File: config.mk
export PLATFORM = sky130hd
export DESIGN_NAME = request_dispatcher
export DESIGN_NICKNAME = d
export VERILOG_FILES = /design/src/rtl/request_dispatcher_pkg.sv /design/src/rtl/request_dispatcher_prio.sv /design/src/rtl/request_dispatcher.sv
export SDC_FILE = /design/constraint.sdc
export NUM_CORES = 1
export LEC_CHECK = 0
export CAP_MARGIN = 20
export CORE_ASPECT_RATIO = 0.9
export CORE_MARGIN = 2
export CORE_UTILIZATION = 55
export DETAILED_ROUTE_END_ITERATION = 8
export DONT_BUFFER_PORTS = 1
export PLACE_DENSITY = 0.7
export SLEW_MARGIN = 20
export SYNTH_ARGS = -nofsm -noshare
export SYNTH_HDL_FRONTEND = slang
export SYNTH_SLANG_ARGS = --single-unit
File: constraint.sdc
create_clock -name clk -period 2.4 [get_ports clk]
set_input_delay 0.72 -clock clk [delete_from_list [all_inputs] [get_ports clk]]
set_output_delay 0.72 -clock clk [all_outputs]
set_load 0.005 [all_outputs]
File: src/rtl/request_dispatcher_pkg.sv
// request_dispatcher shared types and constants
// Request count, index width and the dispatcher FSM encoding
package request_dispatcher_pkg;

  localparam int N_REQ = 16;
  localparam int IDX_W = 4;

  typedef enum logic {
    IDLE  = 1'b0,
    OFFER = 1'b1
  } state_e;

endpackage

File: src/rtl/request_dispatcher_prio.sv
// prio_enc16_comb: 16-to-4 priority encoder, bit 15 wins
// idx is meaningless when z is low
module prio_enc16_comb
  import request_dispatcher_pkg::*;
(
  input  logic [N_REQ-1:0] in_i,
  output logic [IDX_W-1:0] idx_o,
  output logic             z_o
);

  // Ascending scan so the highest set bit is the last write
  always_comb begin
    idx_o = '0;
    z_o   = 1'b0;
    for (int i = 0; i < N_REQ; i++) begin
      if (in_i[i]) begin
        idx_o = IDX_W'(i);
        z_o   = 1'b1;
      end
    end
  end

endmodule

File: src/rtl/request_dispatcher.sv
// request_dispatcher: latches request pulses, masks them and
// offers the highest eligible index on a valid/ready handshake
module request_dispatcher
  import request_dispatcher_pkg::*;
#(
  parameter int N_REQ = 16,
  parameter int CNT_W = 8
) (
  input  logic             clk,
  input  logic             rst,
  input  logic [N_REQ-1:0] req,
  input  logic             mask_we,
  input  logic [N_REQ-1:0] mask_in,
  input  logic             ready,
  output logic             valid,
  output logic [IDX_W-1:0] idx,
  output logic [N_REQ-1:0] pending,
  output logic             any_pending,
  output logic [CNT_W-1:0] served_cnt
);

  state_e           state_q;
  logic             valid_q;
  logic [IDX_W-1:0] idx_q;
  logic [CNT_W-1:0] cnt_q;
  logic [N_REQ-1:0] pend_q;
  logic [N_REQ-1:0] pend_d;
  logic [N_REQ-1:0] mask_q;
  logic [N_REQ-1:0] mask_d;
  logic             any_q;
  logic [N_REQ-1:0] clr_vec;
  logic [N_REQ-1:0] eligible;
  logic [IDX_W-1:0] enc_idx;
  logic             enc_z;
  logic             hs;

  assign hs       = valid_q & ready;
  assign eligible = pend_q & mask_q;

  prio_enc16_comb u_enc (
    .in_i  (eligible),
    .idx_o (enc_idx),
    .z_o   (enc_z)
  );

  // Clear the accepted bit; a same-edge request re-sets it
  always_comb begin
    clr_vec = '0;
    if (hs) clr_vec[idx_q] = 1'b1;
    pend_d = (pend_q & ~clr_vec) | req;
    mask_d = mask_we ? mask_in : mask_q;
  end

  // Pending, mask and the registered any-eligible flag
  always_ff @(posedge clk) begin
    if (rst) begin
      pend_q <= '0;
      mask_q <= '1;
      any_q  <= 1'b0;
    end else begin
      pend_q <= pend_d;
      mask_q <= mask_d;
      any_q  <= |(pend_d & mask_d);
    end
  end

  // Offer FSM: select in IDLE, hold the offer until accepted
  always_ff @(posedge clk) begin
    if (rst) begin
      state_q <= IDLE;
      valid_q <= 1'b0;
      idx_q   <= '0;
      cnt_q   <= '0;
    end else begin
      unique case (state_q)
        IDLE: begin
          if (enc_z) begin
            idx_q   <= enc_idx;
            valid_q <= 1'b1;
            state_q <= OFFER;
          end
        end
        OFFER: begin
          if (ready) begin
            valid_q <= 1'b0;
            cnt_q   <= cnt_q + 1'b1;
            state_q <= IDLE;
          end
        end
        default: begin
          valid_q <= 1'b0;
          state_q <= IDLE;
        end
      endcase
    end
  end

  assign valid       = valid_q;
  assign idx         = idx_q;
  assign pending     = pend_q;
  assign any_pending = any_q;
  assign served_cnt  = cnt_q;

endmodule

==> flow_summary.toml, run 1 <==
[clock_tree]
cts_setup_buffers = 0
holdBufCountCts = 0
htreeDepth = 2
cts_max_path_buffers = 2
cts_sinks = 47
ctsRootBufferMaster = "sky130_fd_sc_hd__clkbuf_8"
tritoncts.num_buffers = 5
post_cts_resize_count = 0
tritoncts = "yes"
cts.clk_slew.worst_paths_ns = 0.08
worstSkewPairLatency_ns = 0.30

[global_routing]
global_route_wire_length_before_repair_um = 8960
global_route.usage.total_pct = 25.7
vias_in_the_first_global_route = 1776
globalRoute.totalOverflow = 0
number_of_antenna_violations_at_the_first_check_in_global_routing = 0
grt_max_degree = 33

[place]
numPlacedInstances = 294
gp_routability_congestion = 0.864
dp_worst_setup_slack_ns = 0.243
port-buffer-count = 0
placement.cell_area_sq_um = 2200
dpl.hpwl_um = 4200

[floorplan]
rows = 21
dieHeight_um = 63.8
initial_utilization_pct = 58.1
die_w_um = 70.4
design.die.area_sq_um = 4490
floorplan.core_area_sq_um = 3760
design.portCount = 66

[critical_path]
rrSetupSlack_ns = 0.46
r2r.worst_path.cells = 5
rr_endpoint = "any_pending"
crit_required_ns = 2.59
cp.arrival_ns = 2.13
rr_startpoint = "idx[0]"
end_kind = "flip-flop"
timing.setup.critical_path_class = "flip-flop to flip-flop"
crit_path_max_fanout = 8
worstSetupStartpointType = "flip-flop"

[synth]
synth_seq_area_share_pct = 43.1
synth_top_area_share_pct = 43.1
syn-cell-area_sq_um = 2180
synth_edf_count = 0
yosys_register_bits = 47
yosysUniqueCellTypes = 50
post_synth_arst_share_pct = 0
synth_ff_type = "sky130_fd_sc_hd__dfxtp_1"
yosys-top-cells-area = "sky130_fd_sc_hd__dfxtp_1, sky130_fd_sc_hd__nand2_1, sky130_fd_sc_hd__nor2_1"
cell_type_with_the_largest_total_area_after_synthesis = "sky130_fd_sc_hd__dfxtp_1"
synth.yosys.warnings = 0
syn_nets = 293
synth.avg_cell_area_sq_um = 8.53
netlist_instances = 256

[sta]
hold_ws_ns = 0.481
fin_worst_skew_ns = 0.00359
final-hold-violation-count = 0
totalNegativeSetupSlack_ns = 0
rsz0062_at_grt = "false"
fmax_mhz = 516
timing.max_slew.rel_slack_pct = 61.6
setup_slack_ns = 0.462
layout_worst_path_cycle_share_pct = 80.8
tightestPinTransition_ns = 0.577
final-max-slew-violation-count = 0
finalCriticalPeriod_ns = 1.94
setup_viol_count_final = 0

[finish]
final_nets = 292
multiInputGateArea_sq_um = 1190
fin_cells = 302
seqCellArea_sq_um = 941
area_delta_synth_final_pct = 6.13
utilization_pct = 61.7
design_area_sq_um = 2320
diodes = 0
n_fill_cell = 355
drive_gt1_share_pct = 5.08

[routing]
remaining_drc_errors = 0
drc_marker_count_from_the_first_detailed_route_iteration = 169
wire_per_inst_um = 18.3
finalWirelength_um = 5540
route.vias.total = 1862
antenna_left = 0
ratio_of_routed_vias_to_standard_cells = 6.17
detailedRoute.firstPassIterationCount = 4

[power_and_ir_drop]
comb_power_share_pct = 12.1
switching_share_pct = 25.8
p_per_area_nw_per_um2 = 734
p_total_mw = 1.70
seq_power_share_pct = 52.6
power.clock.fraction_pct = 35.3
worst_ir_drop_vdd_uv = 418
switchingPower_mw = 0.438
power.leakage_nw = 0.918
cell_internal_pwr_mw = 1.26

[hold_path]
hold_path_depth = 1
timing.hold.worst.class = "input port to flip-flop"
timing.hold.worst.start = "rst"
hold_path_end = "pending[13]"

[status]
status = "finished, final reports clean"

[flow_run]
drv_cap = 0
==> power by group through the flow <==
stage | Clock [mW] | Combinational [mW] | Sequential, mW
CTS | 0.603 | 0.204 | 0.895
detailed placement | 0 | 0.203 | 0.913
floorplan | 0 | 0.176 | 0.893
finish | 0.600 | 0.206 | 0.895
global route | 0.639 | 0.229 | 0.904
global placement | 0 | 0.201 | 0.912
==> metal layers <==
layer	track usage [%]	vias to the layer above	wire length (um)
met5	0	-	0
met4	7.93	0	97
met3	6.31	11	420
met2	39.5	64	2470
met1	35.6	867	2540
li1	-	920	-
==> flip-flops by register name (all words and copies together) (netlist names) <==
signal	count
any_pending	1
idx	4
mask_q	16
pending	16
served_cnt	8
state_q	1
valid	1
==> cell usage after synthesis (2+ instances only) <==
master,instances
sky130_fd_sc_hd__a21oi_1,20
sky130_fd_sc_hd__a221oi_1,2
sky130_fd_sc_hd__a22o_1,9
sky130_fd_sc_hd__a311oi_1,3
sky130_fd_sc_hd__a31oi_1,3
sky130_fd_sc_hd__a32o_1,2
sky130_fd_sc_hd__and2_1,4
sky130_fd_sc_hd__and4b_1,2
sky130_fd_sc_hd__clkbuf_1,5
sky130_fd_sc_hd__dfxtp_1,47
sky130_fd_sc_hd__inv_1,4
sky130_fd_sc_hd__mux2_2,2
sky130_fd_sc_hd__mux2_4,2
sky130_fd_sc_hd__mux2i_1,14
sky130_fd_sc_hd__nand2_1,41
sky130_fd_sc_hd__nand2b_1,4
sky130_fd_sc_hd__nand4_1,5
sky130_fd_sc_hd__nor2_1,38
sky130_fd_sc_hd__nor2b_1,3
sky130_fd_sc_hd__nor3_1,3
sky130_fd_sc_hd__nor4_1,2
sky130_fd_sc_hd__o2111ai_1,2
sky130_fd_sc_hd__o21ai_0,6
sky130_fd_sc_hd__o22ai_1,2
sky130_fd_sc_hd__or3_1,3
sky130_fd_sc_hd__xor2_1,4
==> critical path, stage by stage (launching register included) <==
cell and delay (ns):
sky130_fd_sc_hd__dfxtp_1 0.48, sky130_fd_sc_hd__and2b_1 0.29, sky130_fd_sc_hd__a21boi_0 0.16, sky130_fd_sc_hd__a221oi_1 0.32, sky130_fd_sc_hd__o2111ai_1 0.15, sky130_fd_sc_hd__o41a_1 0.41
==> kinds of logic after synthesis <==
| kind of cell | after synthesis | share of synthesized area, % |
|---|---|---|
| and+or+nand+nor | 112 | 23.7 |
| buffers and inverters | 12 | 2.58 |
| DFF | 47 | 43.1 |
| adders and majority gates | 1 | 0.573 |
| AOI/OAI and AO/OA | 61 | 19.3 |
| muxes | 18 | 8.82 |
| xor gates and xnor gates | 5 | 2.01 |
==> placed cells by master (no fill, tap or decap), types with 2 or more instances in the layout <==
cell	synthesis	routed
sky130_fd_sc_hd__nor3_1	3	3
sky130_fd_sc_hd__mux2_2	2	2
sky130_fd_sc_hd__a221oi_1	2	2
sky130_fd_sc_hd__a31oi_1	3	3
sky130_fd_sc_hd__and2_1	4	4
sky130_fd_sc_hd__nor2b_1	3	3
sky130_fd_sc_hd__o2111ai_1	2	2
sky130_fd_sc_hd__nand4_1	5	5
sky130_fd_sc_hd__a22o_1	9	9
sky130_fd_sc_hd__a311oi_1	3	3
sky130_fd_sc_hd__nor4_1	2	2
sky130_fd_sc_hd__clkbuf_8	0	6
sky130_fd_sc_hd__and4b_1	2	2
sky130_fd_sc_hd__o22ai_1	2	2
sky130_fd_sc_hd__nand2_1	41	41
sky130_fd_sc_hd__mux2_4	2	2
sky130_fd_sc_hd__mux2i_1	14	14
sky130_fd_sc_hd__dfxtp_1	47	47
sky130_fd_sc_hd__o21ai_0	6	6
sky130_fd_sc_hd__a32o_1	2	2
sky130_fd_sc_hd__or3_1	3	3
sky130_fd_sc_hd__nor2_1	38	38
sky130_fd_sc_hd__nand2b_1	4	4
sky130_fd_sc_hd__xor2_1	4	4
sky130_fd_sc_hd__a21oi_1	20	20
sky130_fd_sc_hd__inv_1	4	4
==> how the worst max path moves through the flow <==
stage                     from     endpoint  slack [ns]  cells past startpoint
CTS                      valid  any_pending        0.47                      5
global route        pending[9]       idx[1]        0.26                      5
floorplan              mask_we  any_pending        0.25                      6
global placement         ready  any_pending        0.31                      5
detailed placement       ready  any_pending        0.24                      5
finish                  idx[0]  any_pending        0.46                      5
==> layout make-up <==
| cell class | count | area share, % |
|---|---|---|
| Tap cell | 46 | 2.48 |
| Clock inverter | 2 | 1.51 |
| Sequential cell | 47 | 40.6 |
| Inverter | 4 | 0.648 |
| Multi-Input combinational cell | 197 | 51.2 |
| Clock buffer | 6 | 3.56 |
No activity file was read; power rests on OpenSTA's default activity.
==> run 2, diff against run 1 <==
Settings changed: ABC_AREA from default to 1.
Clock period 2.4 ns to 2 ns, I/O delays scaled along.
==> flow_summary.toml, run 2 <==
[status]
status = "finished, final reports clean"

[critical_path]
critPathMaxStageDelay_ns = 0.39
cp.arrival_ns = 1.79
rr_startpoint = "valid"
cp.buffers_inverters = 2
worst_path_dominant_cell_family = "simple AND/OR/NAND/NOR gates"
crit_path_end = "any_pending"
rr_endpoint = "any_pending"
cp_cell_sequence = "nand2_1 > inv_4 > nand3_2 > o21ai_1 > inv_1 > or2_1 > nand2_1 > nand2_1 > nor2_2 > a31oi_1"
crit_top_cell = "sky130_fd_sc_hd__nand2_1"
worstSetupPathDepth = 10
crit_required_ns = 2.20
rrSetupSlack_ns = 0.40
crit_path_max_fanout = 10
startpoint = "valid"
timing.setup.critical_path_class = "flip-flop to flip-flop"
worstSetupStartpointType = "flip-flop"
end_kind = "flip-flop"
cp_slowest_cell = "sky130_fd_sc_hd__dfxtp_1"
r2r.worst_path.cells = 10

[power_and_ir_drop]
switching_share_pct = 27.8
p_per_area_nw_per_um2 = 850
worst_ir_drop_vdd_uv = 453
power.clock.fraction_pct = 33.5
p_total_mw = 2.04
switchingPower_mw = 0.566
power.leakage_nw = 1.23
comb_power_share_pct = 14.3
cell_internal_pwr_mw = 1.47
seq_power_share_pct = 52.2

[floorplan]
rows = 22
design.portCount = 66
design.die.area_sq_um = 4650
floorplan.core_area_sq_um = 4020
initial_utilization_pct = 56.4
dieHeight_um = 64.9
die_w_um = 71.6

[clock_tree]
cts_max_path_buffers = 2
cts_sinks = 47
worstSkewPairLatency_ns = 0.31
ctsRootBufferMaster = "sky130_fd_sc_hd__clkbuf_8"
tritoncts.num_buffers = 5
htreeDepth = 2
cts_setup_buffers = 0
cts.clk_slew.worst_paths_ns = 0.09
tritoncts = "yes"
post_cts_resize_count = 0
holdBufCountCts = 0

[synth]
yosys_register_bits = 47
yosys-top-cells-area = "sky130_fd_sc_hd__dfxtp_1, sky130_fd_sc_hd__nand2_1, sky130_fd_sc_hd__inv_1"
yosysUniqueCellTypes = 31
synth_edf_count = 0
synth_xor_area_share_pct = 0
synth.avg_cell_area_sq_um = 6.70
post_synth_most_frequent_cells = "sky130_fd_sc_hd__nand2_1, sky130_fd_sc_hd__dfxtp_1, sky130_fd_sc_hd__inv_1"
synth.area.mux_share_pct = 0
synth_top_area_share_pct = 41.5
syn-cell-area_sq_um = 2260
synth_ff_type = "sky130_fd_sc_hd__dfxtp_1"
synth_area_in_compound_gates_pct = 10.1
synth.yosys.warnings = 0
synth_top_family_by_area = "simple AND/OR/NAND/NOR gates"
netlist_instances = 338
post_synth_arst_share_pct = 0
synth_seq_area_share_pct = 41.5
synth_most_common_cell = "sky130_fd_sc_hd__nand2_1"
cell_type_with_the_largest_total_area_after_synthesis = "sky130_fd_sc_hd__dfxtp_1"
syn_nets = 375
synth_adder_area_share_pct = 0.552
synth_simple_gate_area_share_pct = 38.5

[sta]
layout_worst_path_cycle_share_pct = 79.8
totalNegativeSetupSlack_ns = 0
final-hold-violation-count = 0
timing.max_slew.rel_slack_pct = 70.8
hold_ws_ns = 0.357
rsz0062_at_grt = "false"
setup_slack_ns = 0.403
setup_viol_count_final = 0
finalCriticalPeriod_ns = 1.60
tightestPinTransition_ns = 0.438
final-max-slew-violation-count = 0
fin_worst_skew_ns = 0.00930
fmax_mhz = 626

[flow_run]
drv_cap = 0

[global_routing]
vias_in_the_first_global_route = 1852
grt_max_degree = 23
number_of_antenna_violations_at_the_first_check_in_global_routing = 0
global_route.usage.total_pct = 24.4
globalRoute.totalOverflow = 0
global_route_wire_length_before_repair_um = 8740

[routing]
remaining_drc_errors = 0
finalWirelength_um = 5180
route.vias.total = 2002
antenna_left = 0
met2RoutedLength_um = 2220
drc_marker_count_from_the_first_detailed_route_iteration = 128
detailedRoute.firstPassIterationCount = 5
ratio_of_routed_vias_to_standard_cells = 5.17
wire_per_inst_um = 13.4
highest_layer = "met4"
met1Wirelength_um = 2490
wl_met3_um = 408

[finish]
design_area_sq_um = 2390
diodes = 0
seqCellArea_sq_um = 941
commonest_non_fill_non_tap_cell_in_the_layout = "sky130_fd_sc_hd__nand2_1"
final_nets = 376
n_fill_cell = 413
layout.cells.most_common_list = "sky130_fd_sc_hd__nand2_1, sky130_fd_sc_hd__dfxtp_1, sky130_fd_sc_hd__inv_1"
utilization_pct = 59.6
drive_gt1_share_pct = 9.44
multiInputGateArea_sq_um = 1110
area_delta_synth_final_pct = 5.75
fin_cells = 387

[hold_path]
timing.hold.worst.class = "input port to flip-flop"

[place]
placement.cell_area_sq_um = 2290
numPlacedInstances = 380
gp_routability_congestion = 0.834
port-buffer-count = 0
dpl.hpwl_um = 3940
dp_worst_setup_slack_ns = 0.206
run 2: changes by cell type after synthesis, sizes merged, moves of 12 or more:
cell,change
inv,+41
mux2i,-14
nand2,+75
nand3,+25
o21ai,+12
run 2: how the worst min path moves through the flow:
stage	start	endpoint	slack [ns]	cells after the start
4_1_cts	rst	any_pending	0.35	1
3_5_place_dp	mask_q[5]	mask_q[5]	0.47	2
3_3_place_gp	mask_q[1]	mask_q[1]	0.46	2
5_1_grt	rst	pending[9]	0.34	1
2_1_floorplan	mask_q[5]	mask_q[5]	0.45	2
6_report	rst	pending[14]	0.36	1
run 2: cells by family (layout without fill, tap and decap cells):
logic type	Yosys count	count (layout)
DFF	47	47
AOI/OAI and AO/OA	41	41
and+or+nand+nor	197	197
adders and majority gates	1	1
buffers and inverters	52	53
run 2: power groups by stage:
stage / logic, mW / registers, mW / clock network, mW
floorplan: 0.250 / 1.07 / 0
global placement: 0.287 / 1.09 / 0
detailed placement: 0.289 / 1.09 / 0
CTS: 0.291 / 1.06 / 0.694
global route: 0.341 / 1.07 / 0.739
finish: 0.290 / 1.06 / 0.683
run 2: per-layer routing:
metal / up-vias / global-route usage (%)
met4: 0 / 8.49
met5: - / 0
met2: 47 / 35.5
met1: 893 / 33.1
met3: 4 / 8.86
li1: 1058 / -
run 2: layout make-up:
cell class                 count  share of cell area (%)
timing repair buffer           1                   0.313
multi-input combinational    239                    46.4
sequential                    47                    39.3
tap                           48                    2.51
clock buffer                   6                    3.03
inverter                      45                    7.16
clock inverter                 1                    1.25
run 2: worst reg2reg max path: cells and delay by family (launching register included):
kind	cells	cell delay, ns
AND/OR/NAND/NOR	6	0.70
flip-flops	1	0.39
buffers and inverters	2	0.17
AO/OA/AOI/OAI	2	0.24
==> run 3, diff against run 2 <==
Settings changed: ABC_AREA 1 to 0, PLACE_DENSITY 0.7 to 0.73.
Clock period 2 ns to 1.3 ns, I/O delays scaled along.
==> flow_summary.toml, run 3 (synthesis gave the netlist of run 1 again) <==
[floorplan]
dieHeight_um = 63.8
design.die.area_sq_um = 4490
die_w_um = 70.4
design.portCount = 66
floorplan.core_area_sq_um = 3760
rows = 21
initial_utilization_pct = 58.1

[routing]
wire_per_inst_um = 18.3
antenna_left = 0
finalWirelength_um = 6970
detailedRoute.firstPassIterationCount = 5
ratio_of_routed_vias_to_standard_cells = 6.07
route.vias.total = 2308
remaining_drc_errors = 0
drc_marker_count_from_the_first_detailed_route_iteration = 147

[critical_path]
crit_required_ns = 1.49
end_kind = "flip-flop"
timing.setup.critical_path_class = "flip-flop to flip-flop"
cp.arrival_ns = 1.99
crit_path_max_fanout = 7
worstSetupStartpointType = "flip-flop"
rr_startpoint = "idx[2]"
startpoint = "idx[2]"

[hold_path]
timing.hold.worst.start = "rst"
timing.hold.worst.class = "input port to flip-flop"

[finish]
design_area_sq_um = 3050
layout.cells.most_common_list = "sky130_fd_sc_hd__buf_4, sky130_fd_sc_hd__nand2_1, sky130_fd_sc_hd__nor2_1"
commonest_non_fill_non_tap_cell_in_the_layout = "sky130_fd_sc_hd__buf_4"
diodes = 0
drive_gt1_share_pct = 35.9
final_nets = 371
n_fill_cell = 257
area_delta_synth_final_pct = 39.7
utilization_pct = 81.2

[sta]
tightestPinTransition_ns = 0.403
final-hold-violation-count = 0
layout_worst_path_cycle_share_pct = 138
finalCriticalPeriod_ns = 1.80
setup_slack_ns = -0.498
rsz0062_at_grt = "true"
hold_ws_ns = 0.146
setup_viol_count_final = 9
fin_worst_skew_ns = 0.00416
final-max-slew-violation-count = 0
timing.max_slew.rel_slack_pct = 73.0
fmax_mhz = 556

[clock_tree]
htreeDepth = 2
cts_max_path_buffers = 2
cts_sinks = 47
tritoncts = "yes"
tritoncts.num_buffers = 5
worstSkewPairLatency_ns = 0.30
ctsRootBufferMaster = "sky130_fd_sc_hd__clkbuf_8"
cts.clk_slew.worst_paths_ns = 0.08

[global_routing]
globalRouteMet3Util_pct = 8.36
global_route.usage.total_pct = 30.8
met2_usage_pct = 52.5
gr-max-usage-layer = "met2"
number_of_antenna_violations_at_the_first_check_in_global_routing = 0
grt_max_degree = 33
globalRoute.totalOverflow = 0
vias_in_the_first_global_route = 2275
grt_use_met1_pct = 37.4
global_route_wire_length_before_repair_um = 10700

[power_and_ir_drop]
worst_ir_drop_vdd_uv = 1040
p_total_mw = 3.30
p_per_area_nw_per_um2 = 1080
power.leakage_nw = 1.33

[place]
gp_routability_congestion = 1.03
dp_worst_setup_slack_ns = -0.547
dpl.hpwl_um = 5070
placement.cell_area_sq_um = 2790
port-buffer-count = 0

[flow_run]
drv_cap = 0

[status]
violations_in_the_final_reports = "setup timing"
status = "finished with violations"
## run 3: cell count changes in the layout (fill, tap and decap cells not counted), moves of 12 or more
| cell | delta |
|---|---|
| sky130_fd_sc_hd__nand2_1 | -72 |
| sky130_fd_sc_hd__buf_4 | +66 |
| sky130_fd_sc_hd__inv_1 | -31 |
| sky130_fd_sc_hd__nand3_1 | -23 |
| sky130_fd_sc_hd__mux2i_1 | +14 |
| sky130_fd_sc_hd__buf_6 | +12 |
| sky130_fd_sc_hd__dfxtp_1 | -12 |
## run 3: layer usage
metal	wire length, um	up-vias
li1	-	1081
met1	2830	1085
met2	3340	124
met3	639	18
met4	153	0
met5	0	-
## run 3: report_power, final
part	internal [mW]	total, mW	switching, mW
sequential	1.54	1.62	0.0844
clock	0.418	0.896	0.478
combinational	0.429	0.779	0.350
## run 3: final timing paths
path	end	slack (ns)	depth (start not counted)
worst max-delay path	any_pending	-0.50	7
worst min-delay path	idx[2]	0.15	1
worst max register to register	any_pending	-0.50	7
worst min register to register	pending[15]	0.50	2
## run 3: layout make-up
type	count	area, sq um	area share (%)
clock buffer	6	82.6	2.71
clock inverter	1	5.00	0.164
inverter	4	15.0	0.492
multi-input combinational	197	1290	42.2
sequential	47	963	31.6
tap	46	57.6	1.89
timing repair buffer	79	638	20.9
## run 3: stage by stage
stage / setup TNS (ns) / cells
after global placement: -1.48 / 368
after detailed placement: -1.80 / 368
after CTS: -1.69 / 377
after floorplan: -0.634 / 256
after global routing: -2.33 / 380
final: -1.88 / 380
## run 3: what timing repair did
| item | CTS | global route |
|---|---|---|
| buffers inserted | 2 | 4 |
| endpoints found under the setup margin | 12 | 21 |
| gates resized for setup | 12 | 30 |
| hold buffers | 0 | 0 |
| pin swaps | 6 | 10 |
## run 3: critical path: stages (launching register included)
cell                        delay, ns
sky130_fd_sc_hd__dfxtp_4         0.37
sky130_fd_sc_hd__and4b_1         0.31
sky130_fd_sc_hd__buf_4           0.14
sky130_fd_sc_hd__buf_4           0.10
sky130_fd_sc_hd__a211oi_1        0.05
sky130_fd_sc_hd__a21oi_1         0.17
sky130_fd_sc_hd__o2111ai_1       0.12
sky130_fd_sc_hd__o41a_1          0.41
